## src/rtl/pipe_stage_if.sv

```systemverilog
// Handshake/payload bundle between a pipeline stage register and its neighbours.
// The master drives the stage inputs and control; the slave is the stage itself.
interface pipe_stage_if #(
  parameter int N_CH  = 2,
  parameter int REG_W = 5,
  parameter int EXC_W = 5,
  parameter int CNT_W = 16
);
  logic                       Req;
  logic                       flush;
  logic                       stall;
  logic [31:0]                Instr_In;
  logic [31:0]                PC_In;
  logic [REG_W-1:0]           WriteReg_In;
  logic [N_CH-1:0][31:0]      Data_In;
  logic [EXC_W-1:0]           ExcCode_In;
  logic                       isdelay_In;

  logic [31:0]                Instr_Out;
  logic [31:0]                PC_Out;
  logic [REG_W-1:0]           WriteReg_Out;
  logic [N_CH-1:0][31:0]      Data_Out;
  logic [EXC_W-1:0]           ExcCode_Out;
  logic                       isdelay_Out;
  logic                       valid_Out;
  logic [CNT_W-1:0]           stall_cnt;
  logic [CNT_W-1:0]           flush_cnt;

  modport master (
    output Req, flush, stall, Instr_In, PC_In, WriteReg_In, Data_In, ExcCode_In, isdelay_In,
    input  Instr_Out, PC_Out, WriteReg_Out, Data_Out, ExcCode_Out, isdelay_Out, valid_Out,
           stall_cnt, flush_cnt
  );

  modport slave (
    input  Req, flush, stall, Instr_In, PC_In, WriteReg_In, Data_In, ExcCode_In, isdelay_In,
    output Instr_Out, PC_Out, WriteReg_Out, Data_Out, ExcCode_Out, isdelay_Out, valid_Out,
           stall_cnt, flush_cnt
  );
endinterface

```

## src/rtl/pipe_stage_reg.sv

```systemverilog
// Pipeline stage register with exception redirect, bubble insertion, stall hold
// and saturating stall/flush event counters. Priority: reset > Req > flush > stall > load.

// One 32-bit data channel: cleared on reset or bubble, frozen on stall.
module pipe_stage_lane (
  input  logic        clk,
  input  logic        reset,
  input  logic        clr,
  input  logic        hold,
  input  logic [31:0] d,
  output logic [31:0] q
);
  logic [31:0] r = '0;

  always_ff @(posedge clk) begin
    if (reset || clr) r <= '0;
    else if (!hold)   r <= d;
  end

  assign q = r;
endmodule

module pipe_stage_reg #(
  parameter int          N_CH      = 2,
  parameter int          REG_W     = 5,
  parameter int          EXC_W     = 5,
  parameter logic [31:0] EXC_ENTRY = 32'h0000_4180,
  parameter int          CNT_W     = 16
) (
  input logic          clk,
  input logic          reset,
  pipe_stage_if.slave  bus
);
  typedef struct packed {
    logic [31:0]      instr;
    logic [31:0]      pc;
    logic [REG_W-1:0] wr;
    logic [EXC_W-1:0] exc;
    logic             isd;
    logic             vld;
  } ctl_t;

  ctl_t             st        = '0;
  logic [CNT_W-1:0] stall_cnt = '0;
  logic [CNT_W-1:0] flush_cnt = '0;

  always_ff @(posedge clk) begin
    if (reset) begin
      st        <= '0;
      stall_cnt <= '0;
      flush_cnt <= '0;
    end else if (bus.Req) begin
      st    <= '0;
      st.pc <= EXC_ENTRY;
      if (~&flush_cnt) flush_cnt <= flush_cnt + 1'b1;
    end else if (bus.flush) begin
      // Bubble keeps the PC and delay-slot flag so a later exception reports the right EPC.
      st     <= '0;
      st.pc  <= bus.PC_In;
      st.isd <= bus.isdelay_In;
      if (~&flush_cnt) flush_cnt <= flush_cnt + 1'b1;
    end else if (bus.stall) begin
      if (~&stall_cnt) stall_cnt <= stall_cnt + 1'b1;
    end else begin
      st.instr <= bus.Instr_In;
      st.pc    <= bus.PC_In;
      st.wr    <= bus.WriteReg_In;
      st.exc   <= bus.ExcCode_In;
      st.isd   <= bus.isdelay_In;
      st.vld   <= 1'b1;
    end
  end

  // Data channels share the same clear/hold decode as the control fields.
  for (genvar k = 0; k < N_CH; k++) begin : g_lane
    pipe_stage_lane u_lane (
      .clk   (clk),
      .reset (reset),
      .clr   (bus.Req | bus.flush),
      .hold  (bus.stall),
      .d     (bus.Data_In[k]),
      .q     (bus.Data_Out[k])
    );
  end

  assign bus.Instr_Out    = st.instr;
  assign bus.PC_Out       = st.pc;
  assign bus.WriteReg_Out = st.wr;
  assign bus.ExcCode_Out  = st.exc;
  assign bus.isdelay_Out  = st.isd;
  assign bus.valid_Out    = st.vld;
  assign bus.stall_cnt    = stall_cnt;
  assign bus.flush_cnt    = flush_cnt;
endmodule

```

## src/flat_wrapper.sv

```systemverilog
// flat-port wrapper written by rule: the top's interface ports become plain ports
module pipe_stage_reg_flat 
#(
  parameter int          N_CH      = 2,
  parameter int          REG_W     = 5,
  parameter int          EXC_W     = 5,
  parameter logic [31:0] EXC_ENTRY = 32'h0000_4180,
  parameter int          CNT_W     = 16
)
  (clk, reset, bus_Req, bus_flush, bus_stall, bus_Instr_In, bus_PC_In, bus_WriteReg_In, bus_Data_In, bus_ExcCode_In, bus_isdelay_In, bus_Instr_Out, bus_PC_Out, bus_WriteReg_Out, bus_Data_Out, bus_ExcCode_Out, bus_isdelay_Out, bus_valid_Out, bus_stall_cnt, bus_flush_cnt);
  pipe_stage_if #(.N_CH(N_CH), .REG_W(REG_W), .EXC_W(EXC_W), .CNT_W(CNT_W)) bus_i ();
  input logic clk;
  input logic reset;
  input wire logic [$bits(bus_i.Req)-1:0] bus_Req;
  input wire logic [$bits(bus_i.flush)-1:0] bus_flush;
  input wire logic [$bits(bus_i.stall)-1:0] bus_stall;
  input wire logic [$bits(bus_i.Instr_In)-1:0] bus_Instr_In;
  input wire logic [$bits(bus_i.PC_In)-1:0] bus_PC_In;
  input wire logic [$bits(bus_i.WriteReg_In)-1:0] bus_WriteReg_In;
  input wire logic [$bits(bus_i.Data_In)-1:0] bus_Data_In;
  input wire logic [$bits(bus_i.ExcCode_In)-1:0] bus_ExcCode_In;
  input wire logic [$bits(bus_i.isdelay_In)-1:0] bus_isdelay_In;
  output wire logic [$bits(bus_i.Instr_Out)-1:0] bus_Instr_Out;
  output wire logic [$bits(bus_i.PC_Out)-1:0] bus_PC_Out;
  output wire logic [$bits(bus_i.WriteReg_Out)-1:0] bus_WriteReg_Out;
  output wire logic [$bits(bus_i.Data_Out)-1:0] bus_Data_Out;
  output wire logic [$bits(bus_i.ExcCode_Out)-1:0] bus_ExcCode_Out;
  output wire logic [$bits(bus_i.isdelay_Out)-1:0] bus_isdelay_Out;
  output wire logic [$bits(bus_i.valid_Out)-1:0] bus_valid_Out;
  output wire logic [$bits(bus_i.stall_cnt)-1:0] bus_stall_cnt;
  output wire logic [$bits(bus_i.flush_cnt)-1:0] bus_flush_cnt;
  assign bus_i.Req = bus_Req;
  assign bus_i.flush = bus_flush;
  assign bus_i.stall = bus_stall;
  assign bus_i.Instr_In = bus_Instr_In;
  assign bus_i.PC_In = bus_PC_In;
  assign bus_i.WriteReg_In = bus_WriteReg_In;
  assign bus_i.Data_In = bus_Data_In;
  assign bus_i.ExcCode_In = bus_ExcCode_In;
  assign bus_i.isdelay_In = bus_isdelay_In;
  assign bus_Instr_Out = bus_i.Instr_Out;
  assign bus_PC_Out = bus_i.PC_Out;
  assign bus_WriteReg_Out = bus_i.WriteReg_Out;
  assign bus_Data_Out = bus_i.Data_Out;
  assign bus_ExcCode_Out = bus_i.ExcCode_Out;
  assign bus_isdelay_Out = bus_i.isdelay_Out;
  assign bus_valid_Out = bus_i.valid_Out;
  assign bus_stall_cnt = bus_i.stall_cnt;
  assign bus_flush_cnt = bus_i.flush_cnt;
  pipe_stage_reg #(.N_CH(N_CH), .REG_W(REG_W), .EXC_W(EXC_W), .EXC_ENTRY(EXC_ENTRY), .CNT_W(CNT_W)) u_core (.clk(clk), .reset(reset), .bus(bus_i));
endmodule
```

## config.mk

```make
export PLATFORM = sky130hd
export DESIGN_NAME = pipe_stage_reg_flat
export DESIGN_NICKNAME = d
export VERILOG_FILES = /design/src/rtl/pipe_stage_if.sv /design/src/rtl/pipe_stage_reg.sv /design/src/flat_wrapper.sv
export SDC_FILE = /design/constraint.sdc
export NUM_CORES = 1
export LEC_CHECK = 0
export ABC_AREA = 0
export BUFFER_PORTS_ARGS = -buffer_cell sky130_fd_sc_hd__buf_2
export CORE_MARGIN = 2
export CORE_UTILIZATION = 43
export CTS_BUF_LIST = sky130_fd_sc_hd__clkbuf_4
export DETAILED_ROUTE_END_ITERATION = 12
export GPL_TIMING_DRIVEN = 0
export PLACE_DENSITY = 0.78
export REMOVE_ABC_BUFFERS = 1
export SETUP_SLACK_MARGIN = 0.1
export SYNTH_ARGS = -nofsm -noshare
export SYNTH_HDL_FRONTEND = slang
export SYNTH_SLANG_ARGS = --single-unit
```

## constraint.sdc

```tcl
create_clock -name clk -period 1.59 [get_ports clk]
set_input_delay 0.2385 -clock clk [delete_from_list [all_inputs] [get_ports clk]]
set_output_delay 0.2385 -clock clk [all_outputs]
set_load 0.01 [all_outputs]
```

==> summary.md, run 1 <==
| Metric | Value |
|---|---|
| Area fraction in compound gates after synthesis | 0.0875 |
| P_int | 5.80 mW |
| CP delay by family, top | simple AND/OR/NAND/NOR gates |
| Total gr overflow | 0 |
| Antenna diode count | 0 |
| Required time of the critical path | 2.06 ns |
| Critical path endpoint category | flip-flop |
| WHS | 0.144 ns |
| Post-layout min period | 1.58 ns |
| Vias | 7147 |
| Slew @ Worst Pin | 0.668 ns |
| All-Layer GR Usage | 0.261 |
| Mux cell area share after synthesis | 0.165 |
| Routability cong. | 0.756 |
| RSZ-0062 raised after global routing | yes |
| Detailed Route WL | 22.7 mm |
| Die ar. | 16400 sq um |
| Largest net degree at the start of global routing | 57 |
| Main synth FF type | dfxtp_1 |
| CP Launch Point | u_core.bus.stall_cnt[0] |
| Xor/xnor cell area share of the yosys netlist | 0 |
| Area Overhead vs Synth | 58.5% |
| FF-to-FF setup slack | 0.006 ns |
| Clock power frac | 0.278 |
| Worst vdd ir | 0.575 mV |
| DP HPWL | 12.3 mm |
| Synth Area in Adders | 0.00378 |
| Final Hold Fails | 0 |
| Via-to-Cell Ratio | 5.26 |
| Worst setup SP type | flip-flop |
| Crit-path cells | ha_4, nand4_1, buf_4, nor3_4, or4_1, a21oi_1 |
| DRC | 0 |
| Final core utilization | 0.693 |
| Register area share after synthesis | 0.520 |
| Synth top area share | 0.520 |
| Combinational power share | 0.162 |
| Avg Cell Area, Syn | 9.55 sq um |
| Max incr delay on CP | 0.47 ns |
| GRT met1 Usage | 0.284 |
| Die Y | 128 microns |
| Io pins | 316 |
| Slowest cell on crit path | or4_1 |
| Nets@finish | 1304 |
| Synthesized area | 6620 sq um |
| Sw frac | 0.279 |
| Clk sinks | 172 |
| H-tree Lvls | 4 |
| CTS root buf | clkbuf_4 |
| Post-synthesis cell count | 693 |
| CP arrival | 2.06 ns |
| Final slew viol count | 0 |
| Avg WL per Cell | 16.7 microns |
| Relative slew slack | 0.555 |
| Die span in x | 128 microns |
| Library cells used by synthesis | 50 |
| Run status | finished clean |
| Register bit count reported by yosys | 172 |
| 1st-iter DRT viols | 454 |
| Initial core utilization | 0.437 |
| Worst skew pair latency | 0.55 ns |
| Row count | 45 |
| Initial antenna violation count | 0 |
| Total Power | 8.04 mW |
| Met2 Use GR | 0.464 |
| Top-count cell post-synth | dfxtp_1 |
| Port Buffers | 315 |
| Pwr dens | 767 nW/um^2 |
| Filler cells | 983 |
| Kind of critical path | flip-flop to flip-flop |
| CTS tree | done |
| Warnings, synthesis | 0 |
| Maximum clock insertion buffer count | 2 |
| Top cells by area, synth | dfxtp_1 52%, mux2i_1 16%, nor2_1 6.4% |
| Critical path peak fanout | 5 |
| Reg clk slew, reported paths | 0.13 ns |
| Post-synth EDFFs | 0 |
| HP Class | input pin to flip-flop |
| Max Freq | 631 MHz |
| Largest family of logic cells by synthesized area | simple AND/OR/NAND/NOR gates |
| RR Startpoint | u_core.bus.stall_cnt[0] |
| Seq pwr share | 0.559 |
| Leakage | 5.09 nW |
| Total Neg Setup Slack | 0 ns |
| Post-synthesis simple-gate area fraction | 0.190 |
| # Max-Cap Violations | 0 |
| Period Utilization, post-route | 0.996 |
| Met3 Use GR | 0.0785 |
| DRT Pass-1 Iters | 5 |
| Worst Path Buf+Inv | 1 |
| Post-synth ARST share | 0 |
| Most frequent cells after synthesis | 172 x dfxtp_1, 112 x nor2_1, 108 x mux2i_1 |
| Core box area | 15100 sq um |
| Post-DRT Antenna Nets | 0 |
| First-pass GRT wire length | 34.0 mm |
| Synth area leader | dfxtp_1 |
| Share of cells above drive strength 1 | 0.377 |
| GRT Max-Usage Layer | met2 |
| Sw power | 2.25 mW |
| Min-delay src | bus_Req |
| Worst Clk Skew | 0.0139 ns |
| CTS buffer count | 17 |
| Final setup violation count | 0 |
| Vias in the first global route | 6885 |
## registers in the layout (all words and copies together) (netlist names)
| name | count |
|---|---|
| u_core.bus.flush_cnt | 16 |
| u_core.bus.stall_cnt | 16 |
| u_core.bus.ExcCode_Out | 5 |
| u_core.bus.PC_Out | 32 |
| u_core.bus.valid_Out | 1 |
| u_core.bus.WriteReg_Out | 5 |
| u_core.g_lane.u_lane.q | 64 |
| u_core.bus.isdelay_Out | 1 |
| u_core.bus.Instr_Out | 32 |
## cell families after synthesis
group / count (synthesis)
and+or+nand+nor: 264
DFF: 172
muxes: 109
AOI/OAI and AO/OA: 95
buffers and inverters: 51
adders and majority gates: 2
## final timing paths
kind | end | depth (start not counted)
setup / recovery | u_core.bus.stall_cnt[11] | 6
hold / removal | u_core.bus.stall_cnt[1] | 2
hold reg to reg | u_core.bus.valid_Out | 2
setup reg to reg | u_core.bus.stall_cnt[11] | 6
## power groups by stage
stage	registers [mW]	clock network, mW	logic (mW)
floorplan	4.63	0	0.331
global placement	4.58	0	0.848
detailed placement	4.59	0	0.848
CTS	4.49	2.28	1.21
global route	4.51	2.46	1.40
finish	4.50	2.24	1.31
## per-stage QoR
| stage | worst slack, ns | instance area (sq um) | cells |
|---|---|---|---|
| 6_report | 0.00592 | 10500 | 1359 |
| 3_3_place_gp | -3.62 | 8240 | 1153 |
| 5_1_grt | -0.0417 | 10500 | 1359 |
| 3_5_place_dp | -1.31 | 8330 | 1156 |
| 2_1_floorplan | -0.644 | 6420 | 650 |
| 4_1_cts | 0.00405 | 10300 | 1347 |
## cell usage in the layout (no fill, tap or decap), types with 3 or more instances in the layout
master	n
a21oi_1	48
a31oi_1	6
and3_1	6
buf_2	310
buf_4	24
buf_6	12
clkbuf_4	19
clkinvlp_4	4
dfxtp_1	146
dfxtp_2	9
dfxtp_4	17
dlygate4sd3_1	139
inv_1	8
inv_6	3
mux2i_1	108
nand2_1	80
nand3_1	11
nand4_1	7
nor2_1	111
nor4_4	3
o211ai_1	3
o21ai_0	6
o21ai_2	3
o31ai_1	11
o41ai_1	3
or3_1	6
or4_1	9
## timing repair
item                                   in CTS  in global routing
gates cloned                                2                  0
gates resized for setup                    53                 39
hold buffers                              139                  0
setup endpoints to repair                  74                 37
pin swaps                                  17                 24
setup buffers                              18                 13
endpoints found under the hold margin     139                  0
## layer usage
layer	wire [microns]	up-vias
met5	0	-
met4	808	0
met3	1760	67
met2	11500	362
met1	8670	3360
li1	-	3358
## final cells by class
type                            count  area (sq um)  area share
Sequential cell                   172          3520       0.335
Timing Repair Buffer              489          3370       0.321
Multi-Input combinational cell    470          3100       0.296
Tap cell                          188           235      0.0224
Clock buffer                       19           143      0.0136
Clock inverter                     13          93.8     0.00895
Inverter                            8          30.0     0.00286
Note: power is estimated with default switching activity, not from simulation.
==> inputs of run 2 (changes only) <==
--- a/config.mk
+++ b/config.mk
@@ -7,7 +7,7 @@
 export LEC_CHECK = 0
 export ABC_AREA = 0
 export BUFFER_PORTS_ARGS = -buffer_cell sky130_fd_sc_hd__buf_2
-export CORE_MARGIN = 2
+export CORE_MARGIN = 5
 export CORE_UTILIZATION = 43
 export CTS_BUF_LIST = sky130_fd_sc_hd__clkbuf_4
 export DETAILED_ROUTE_END_ITERATION = 12
@@ -15,6 +15,7 @@
 export PLACE_DENSITY = 0.78
 export REMOVE_ABC_BUFFERS = 1
 export SETUP_SLACK_MARGIN = 0.1
+export SKIP_CTS_REPAIR_TIMING = 1
 export SYNTH_ARGS = -nofsm -noshare
 export SYNTH_HDL_FRONTEND = slang
 export SYNTH_SLANG_ARGS = --single-unit
==> run 2 against run 1 <==
Compared with the run above:
- the flow now finishes with violations (setup timing)
- sequential share of layout area is 0.35 points higher
- hold slack worse by 0.028 ns
- non-clock buffer count is 12 lower
- utilization is 0.64 points lower
- clock power is 4% higher
- global-route usage is 6.7 points lower
- cell count is 0.81% lower
- first-iteration DRC count is 6.8% higher
- sequential power hardly changed
==> summary.md, run 2 (synthesized netlist as in run 1, its figures left out) <==
| Metric | Value |
|---|---|
| CTS buffer count | 17 (unchanged) |
| Worst vdd ir | 0.673 mV (was 0.575 mV) |
| Leakage | 5.01 nW (was 5.09 nW) |
| Die ar. | 18000 sq um (was 16400 sq um) |
| Final worst slack | -0.0500 ns (was 0.00592 ns) |
| Kind of critical path | input pin to flip-flop (was flip-flop to flip-flop) |
| CP delay by family, top | simple AND/OR/NAND/NOR gates (unchanged) |
| H-tree Lvls | 4 (unchanged) |
| Relative slew slack | 0.535 (was 0.555) |
| Final Instance Area | 10400 sq um (was 10500 sq um) |
| Failing checks | setup timing |
| Nets@finish | 1293 (was 1304) |
| Non-Filler Instances | 1348 (was 1359) |
| 1st-iter DRT viols | 485 (was 454) |
| # Max-Cap Violations | 0 (unchanged) |
| Largest net degree at the start of global routing | 58 (was 57) |
| Worst skew pair latency | 0.53 ns (was 0.55 ns) |
| Period Utilization, post-route | 1.03 (was 0.996) |
| Final setup violation count | 2 (was 0) |
| Commonest non-fill, non-tap cells in the layout | 309 x buf_2, 143 x dfxtp_1, 139 x dlygate4sd3_1 (was 310 x buf_2, 146 x dfxtp_1, 139 x dlygate4sd3_1) |
| Area Overhead vs Synth | 57.0% (was 58.5%) |
| Io pins | 316 (unchanged) |
| Final core utilization | 0.686 (was 0.693) |
| Die span in x | 134 microns (was 128 microns) |
| Detailed Route WL | 24.8 mm (was 22.7 mm) |
| Critical path peak fanout | 55 (was 5) |
| Reg clk slew, reported paths | 0.14 ns (was 0.13 ns) |
| Initial core utilization | 0.437 (unchanged) |
| Slowest cell on crit path | nor2b_2 (was or4_1) |
| Critical path endpoint category | flip-flop (unchanged) |
| Hold Path Cell Cnt | 2 (unchanged) |
| Clk sinks | 172 (unchanged) |
| Levels on crit path | 5 (was 6) |
| Worst Path Buf+Inv | 2 (was 1) |
| Final Hold Fails | 0 (unchanged) |
| Port Buffers | 315 (unchanged) |
| DRC | 0 (unchanged) |
| Required time of the critical path | 2.03 ns (was 2.06 ns) |
| Post-DRT Antenna Nets | 0 (unchanged) |
| First-pass GRT wire length | 28.3 mm (was 34.0 mm) |
| CP arrival | 2.08 ns (was 2.06 ns) |
| Vias in the first global route | 5633 (was 6885) |
| Most common cell after layout, fill and taps aside | buf_2 (unchanged) |
| Slew @ Worst Pin | 0.698 ns (was 0.668 ns) |
| Share of cells above drive strength 1 | 0.374 (was 0.377) |
| Die Y | 134 microns (was 128 microns) |
| Initial antenna violation count | 1 (was 0) |
| Area of the multi-input gates | 3120 sq um (was 3100 sq um) |
| Setup WS pre-CTS | -1.05 ns (was -1.31 ns) |
| Crit-path cells | buf_6, nor2b_2, buf_8, nand2_1, a21oi_1 (was ha_4, nand4_1, buf_4, nor3_4, or4_1, a21oi_1) |
| Avg WL per Cell | 18.4 microns (was 16.7 microns) |
| Max reg flops | 64 (unchanged) |
| All-Layer GR Usage | 0.194 (was 0.261) |
| Via-to-Cell Ratio | 5.27 (was 5.26) |
| Row count | 45 (unchanged) |
| Max incr delay on CP | 0.71 ns (was 0.47 ns) |
| Final slew viol count | 0 (unchanged) |
| Core box area | 15100 sq um (unchanged) |
| Dpl cell area | 8320 sq um (was 8330 sq um) |
| Maximum clock insertion buffer count | 2 (unchanged) |
| Worst Clk Skew | 0.0141 ns (was 0.0139 ns) |
| Run status | finished, violations left (was finished clean) |
| Total gr overflow | 0 (unchanged) |
| CTS root buf | clkbuf_4 (unchanged) |
| DP HPWL | 13.6 mm (was 12.3 mm) |
| RSZ-0062 raised after global routing | yes (unchanged) |
| Post-layout min period | 1.64 ns (was 1.58 ns) |
| Register area | 3520 sq um (about the same) |
| Vias | 7107 (was 7147) |
| HP Class | input pin to flip-flop (unchanged) |
| Worst setup SP type | input pin (was flip-flop) |
| Pwr dens | 777 nW/um^2 (was 767 nW/um^2) |
| CTS tree | done (unchanged) |
| Max Freq | 610 MHz (was 631 MHz) |
| Filler cells | 1015 (was 983) |
| DRT Pass-1 Iters | 6 (was 5) |
| DP Cell Count | 1156 (unchanged) |
| Reg2reg path depth | 6 (unchanged) |
| Routability cong. | 0.801 (was 0.756) |
==> run 2: changes by cell type in the layout (fill, tap and decap cells not counted), moves of 3 or more <==
| cell | before | now |
|---|---|---|
| o21ai_2 | 3 | 0 |
| dfxtp_1 | 146 | 143 |
| dfxtp_2 | 9 | 12 |
| o21ai_0 | 6 | 9 |
| buf_6 | 12 | 8 |
| buf_4 | 24 | 18 |
==> run 2: worst paths after layout <==
| path | start | endpoint | slack [ns] |
|---|---|---|---|
| setup / recovery | bus_stall | u_core.bus.PC_Out[16] | -0.05 |
| hold / removal | bus_Req | u_core.bus.stall_cnt[1] | 0.12 |
| setup reg to reg | u_core.bus.stall_cnt[1] | u_core.bus.stall_cnt[5] | -0.01 |
| hold reg to reg | u_core.bus.valid_Out | u_core.bus.valid_Out | 0.46 |
==> run 2: power by group <==
| group | total [mW] | switching [mW] | internal, mW |
|---|---|---|---|
| combinational | 1.25 | 0.588 | 0.660 |
| clock | 2.32 | 1.53 | 0.795 |
| sequential | 4.51 | 0.0946 | 4.41 |
| total | 8.08 | 2.21 | 5.87 |
==> run 2: area by class of cell <==
class / instances / area share
clock inverters: 12 / 0.0111
inverters: 8 / 0.00289
multi-input cells: 471 / 0.300
repair buffers: 477 / 0.311
clock buffers: 18 / 0.0130
diodes: 2 / 0.000482
well taps: 188 / 0.0226
flip-flops and latches: 172 / 0.339
==> run 2: worst register-to-register path, delay by kind of cell, from the launching register on <==
family | cells | cell delay (ns)
fa+ha+maj | 1 | 0.17
flops | 1 | 0.38
simple gates | 3 | 0.71
compound gates | 1 | 0.13
buf+inv | 1 | 0.15
==> run 2: routing by layer <==
| metal | GRT usage | up-vias | share of wire |
|---|---|---|---|
| met5 | 0 | - | 0 |
| met4 | 0.0673 | 0 | 0.028 |
| met3 | 0.0769 | 57 | 0.092 |
| met2 | 0.329 | 375 | 0.51 |
| met1 | 0.222 | 3345 | 0.37 |
| li1 | - | 3330 | - |
==> run 2: through the flow <==
| stage | setup TNS (ns) | power (mW) | hold WS, ns |
|---|---|---|---|
| global route | -0.464 | 8.43 | 0.0869 |
| global placement | -397.76 | 5.44 | 0.434 |
| floorplan | -73.50 | 4.97 | 0.308 |
| detailed placement | -53.54 | 5.44 | 0.440 |
| CTS | -6.89 | 7.74 | -0.142 |
| finish | -0.0624 | 8.08 | 0.116 |
==> inputs of run 3 (changes only) <==
--- a/config.mk
+++ b/config.mk
@@ -7,12 +7,14 @@
 export LEC_CHECK = 0
 export ABC_AREA = 0
 export BUFFER_PORTS_ARGS = -buffer_cell sky130_fd_sc_hd__buf_2
+export CELL_PAD_IN_SITES_DETAIL_PLACEMENT = 1
+export CELL_PAD_IN_SITES_GLOBAL_PLACEMENT = 1
 export CORE_MARGIN = 5
-export CORE_UTILIZATION = 43
+export CORE_UTILIZATION = 31
 export CTS_BUF_LIST = sky130_fd_sc_hd__clkbuf_4
 export DETAILED_ROUTE_END_ITERATION = 12
 export GPL_TIMING_DRIVEN = 0
-export PLACE_DENSITY = 0.78
+export PLACE_DENSITY_LB_ADDON = 0.1
 export REMOVE_ABC_BUFFERS = 1
 export SETUP_SLACK_MARGIN = 0.1
 export SKIP_CTS_REPAIR_TIMING = 1
==> run 3 against run 2 <==
Compared with the run above:
- the flow still finishes with violations (setup timing)
- clock skew is 0.0030 ns higher
- register-to-register slack lost 0.04 ns
- cell count up 6.5%
- clock-buffer cell count unchanged
- non-clock buffer count did not move
- design area rose by 1.6%
- combinational power about the same
- largest cell class unchanged
==> summary.md, run 3 (synthesized netlist as in run 1, its figures left out) <==
| Metric | Value |
|---|---|
| Commonest non-fill, non-tap cells in the layout | 310 x buf_2, 143 x dfxtp_1, 139 x dlygate4sd3_1 (was 309 x buf_2, 143 x dfxtp_1, 139 x dlygate4sd3_1) |
| Final core utilization | 0.502 (was 0.686) |
| DRT Pass-1 Iters | 4 (was 6) |
| Reg clk slew, reported paths | 0.15 ns (was 0.14 ns) |
| Worst Clk Skew | 0.0171 ns (was 0.0141 ns) |
| Die span in x | 156 microns (was 134 microns) |
| Port Buffers | 315 (unchanged) |
| RSZ-0062 raised after global routing | yes (unchanged) |
| DP HPWL | 15.7 mm (was 13.6 mm) |
| Final Hold Fails | 0 (unchanged) |
| Final worst slack | -0.0514 ns (was -0.0500 ns) |
| Via-to-Cell Ratio | 4.70 (was 5.27) |
| Run status | finished, violations left (unchanged) |
| Leakage | 5.02 nW (was 5.01 nW) |
| CTS tree | done (unchanged) |
| DRC | 0 (unchanged) |
| Die ar. | 24400 sq um (was 18000 sq um) |
| Most common cell after layout, fill and taps aside | buf_2 (unchanged) |
| Final setup violation count | 1 (was 2) |
| Total Neg Setup Slack | -0.0514 ns (was -0.0624 ns) |
| CTS buffer count | 17 (unchanged) |
| Routability cong. | 0.710 (was 0.801) |
| Die Y | 156 microns (was 134 microns) |
| Post-layout min period | 1.64 ns (about the same) |
| Initial core utilization | 0.315 (was 0.437) |
| Core box area | 21000 sq um (was 15100 sq um) |
| Clk sinks | 172 (unchanged) |
| Relative slew slack | 0.512 (was 0.535) |
| 1st-iter DRT viols | 240 (was 485) |
| Max reg flops | 64 (unchanged) |
| Max Freq | 609 MHz (was 610 MHz) |
| Critical path peak fanout | 6 (was 55) |
| Final slew viol count | 0 (unchanged) |
| CTS root buf | clkbuf_4 (unchanged) |
| HP Class | input pin to flip-flop (unchanged) |
| Setup WS pre-CTS | -0.850 ns (was -1.05 ns) |
| Vias | 6748 (was 7107) |
| # Max-Cap Violations | 0 (unchanged) |
| Vias in the first global route | 5931 (was 5633) |
| Area Overhead vs Synth | 59.5% (was 57.0%) |
| Detailed Route WL | 24.8 mm (about the same) |
| H-tree Lvls | 4 (unchanged) |
| CP arrival | 2.11 ns (was 2.08 ns) |
| Worst vdd ir | 0.464 mV (was 0.673 mV) |
| Required time of the critical path | 2.06 ns (was 2.03 ns) |
| Period Utilization, post-route | 1.03 (about the same) |
| Failing checks | setup timing (unchanged) |
| Worst skew pair latency | 0.55 ns (was 0.53 ns) |
| Largest net degree at the start of global routing | 67 (was 58) |
| Nets@finish | 1293 (unchanged) |
| Slew @ Worst Pin | 0.732 ns (was 0.698 ns) |
| Total gr overflow | 0 (unchanged) |
| Row count | 53 (was 45) |
| Filler cells | 2456 (was 1015) |
| Worst setup SP type | flip-flop (was input pin) |
| Pwr dens | 783 nW/um^2 (was 777 nW/um^2) |
| Initial antenna violation count | 1 (unchanged) |
| Critical path endpoint category | flip-flop (unchanged) |
| Maximum clock insertion buffer count | 2 (unchanged) |
| Avg WL per Cell | 17.2 microns (was 18.4 microns) |
| Io pins | 316 (unchanged) |
| Kind of critical path | flip-flop to flip-flop (was input pin to flip-flop) |
| Post-DRT Antenna Nets | 0 (unchanged) |
| First-pass GRT wire length | 32.6 mm (was 28.3 mm) |
| All-Layer GR Usage | 0.167 (was 0.194) |
| Share of cells above drive strength 1 | 0.377 (was 0.374) |
## run 3: cell count changes in the layout (fill, tap and decap cells not counted), sizes merged
cell / delta
inv: -1
buf: -2
clkinvlp: +2
clkinv: +1
diode: -1
clkbuf: +2
## run 3: metal layers
metal | vias to the layer above | wire, microns | track usage
met5 | - | 0 | 0
li1 | 3325 | - | -
met4 | 0 | 347 | 0.0479
met3 | 23 | 1910 | 0.0707
met1 | 3192 | 10300 | 0.208
met2 | 208 | 12200 | 0.267
## run 3: worst paths after layout
kind,start,to,slack (ns),depth (start not counted)
min,bus_Req,u_core.bus.stall_cnt[1],0.1,2
max,u_core.bus.stall_cnt[0],u_core.bus.stall_cnt[5],-0.05,6
max reg2reg,u_core.bus.stall_cnt[0],u_core.bus.stall_cnt[5],-0.05,6
min reg2reg,u_core.bus.valid_Out,u_core.bus.valid_Out,0.46,2
## run 3: through the flow
| step | instance area [sq um] | cells | hold slack (ns) | power (mW) |
|---|---|---|---|---|
| finish | 10600 | 1436 | 0.0971 | 8.26 |
| global route | 10600 | 1436 | 0.0218 | 8.70 |
| detailed placement | 8450 | 1243 | 0.445 | 5.47 |
| global placement | 8350 | 1240 | 0.436 | 5.47 |
| CTS | 8730 | 1275 | -0.178 | 8.02 |
| floorplan | 6420 | 650 | 0.308 | 4.97 |
## run 3: worst max-delay path: stages, from the launching register on
cell     delay (ns)
dfxtp_4        0.38
ha_4           0.16
nand4_1        0.18
nor4_4         0.09
buf_4          0.16
or4b_1         0.46
a21oi_1        0.13
## run 3: area by class of cell
type | count | area [sq um] | area share
clock buffer | 18 | 135 | 0.0128
multi-input combinational | 471 | 3140 | 0.298
timing repair buffer | 477 | 3250 | 0.307
antenna | 1 | 2.50 | 0.000237
inverter | 8 | 30.0 | 0.00284
tap | 275 | 344 | 0.0326
sequential | 172 | 3510 | 0.333
clock inverter | 14 | 140 | 0.0133
## run 3: power breakdown
part	total, mW	internal (mW)	switching [mW]
sequential	4.51	4.42	0.0885
combinational	1.27	0.700	0.569
clock	2.49	0.820	1.67
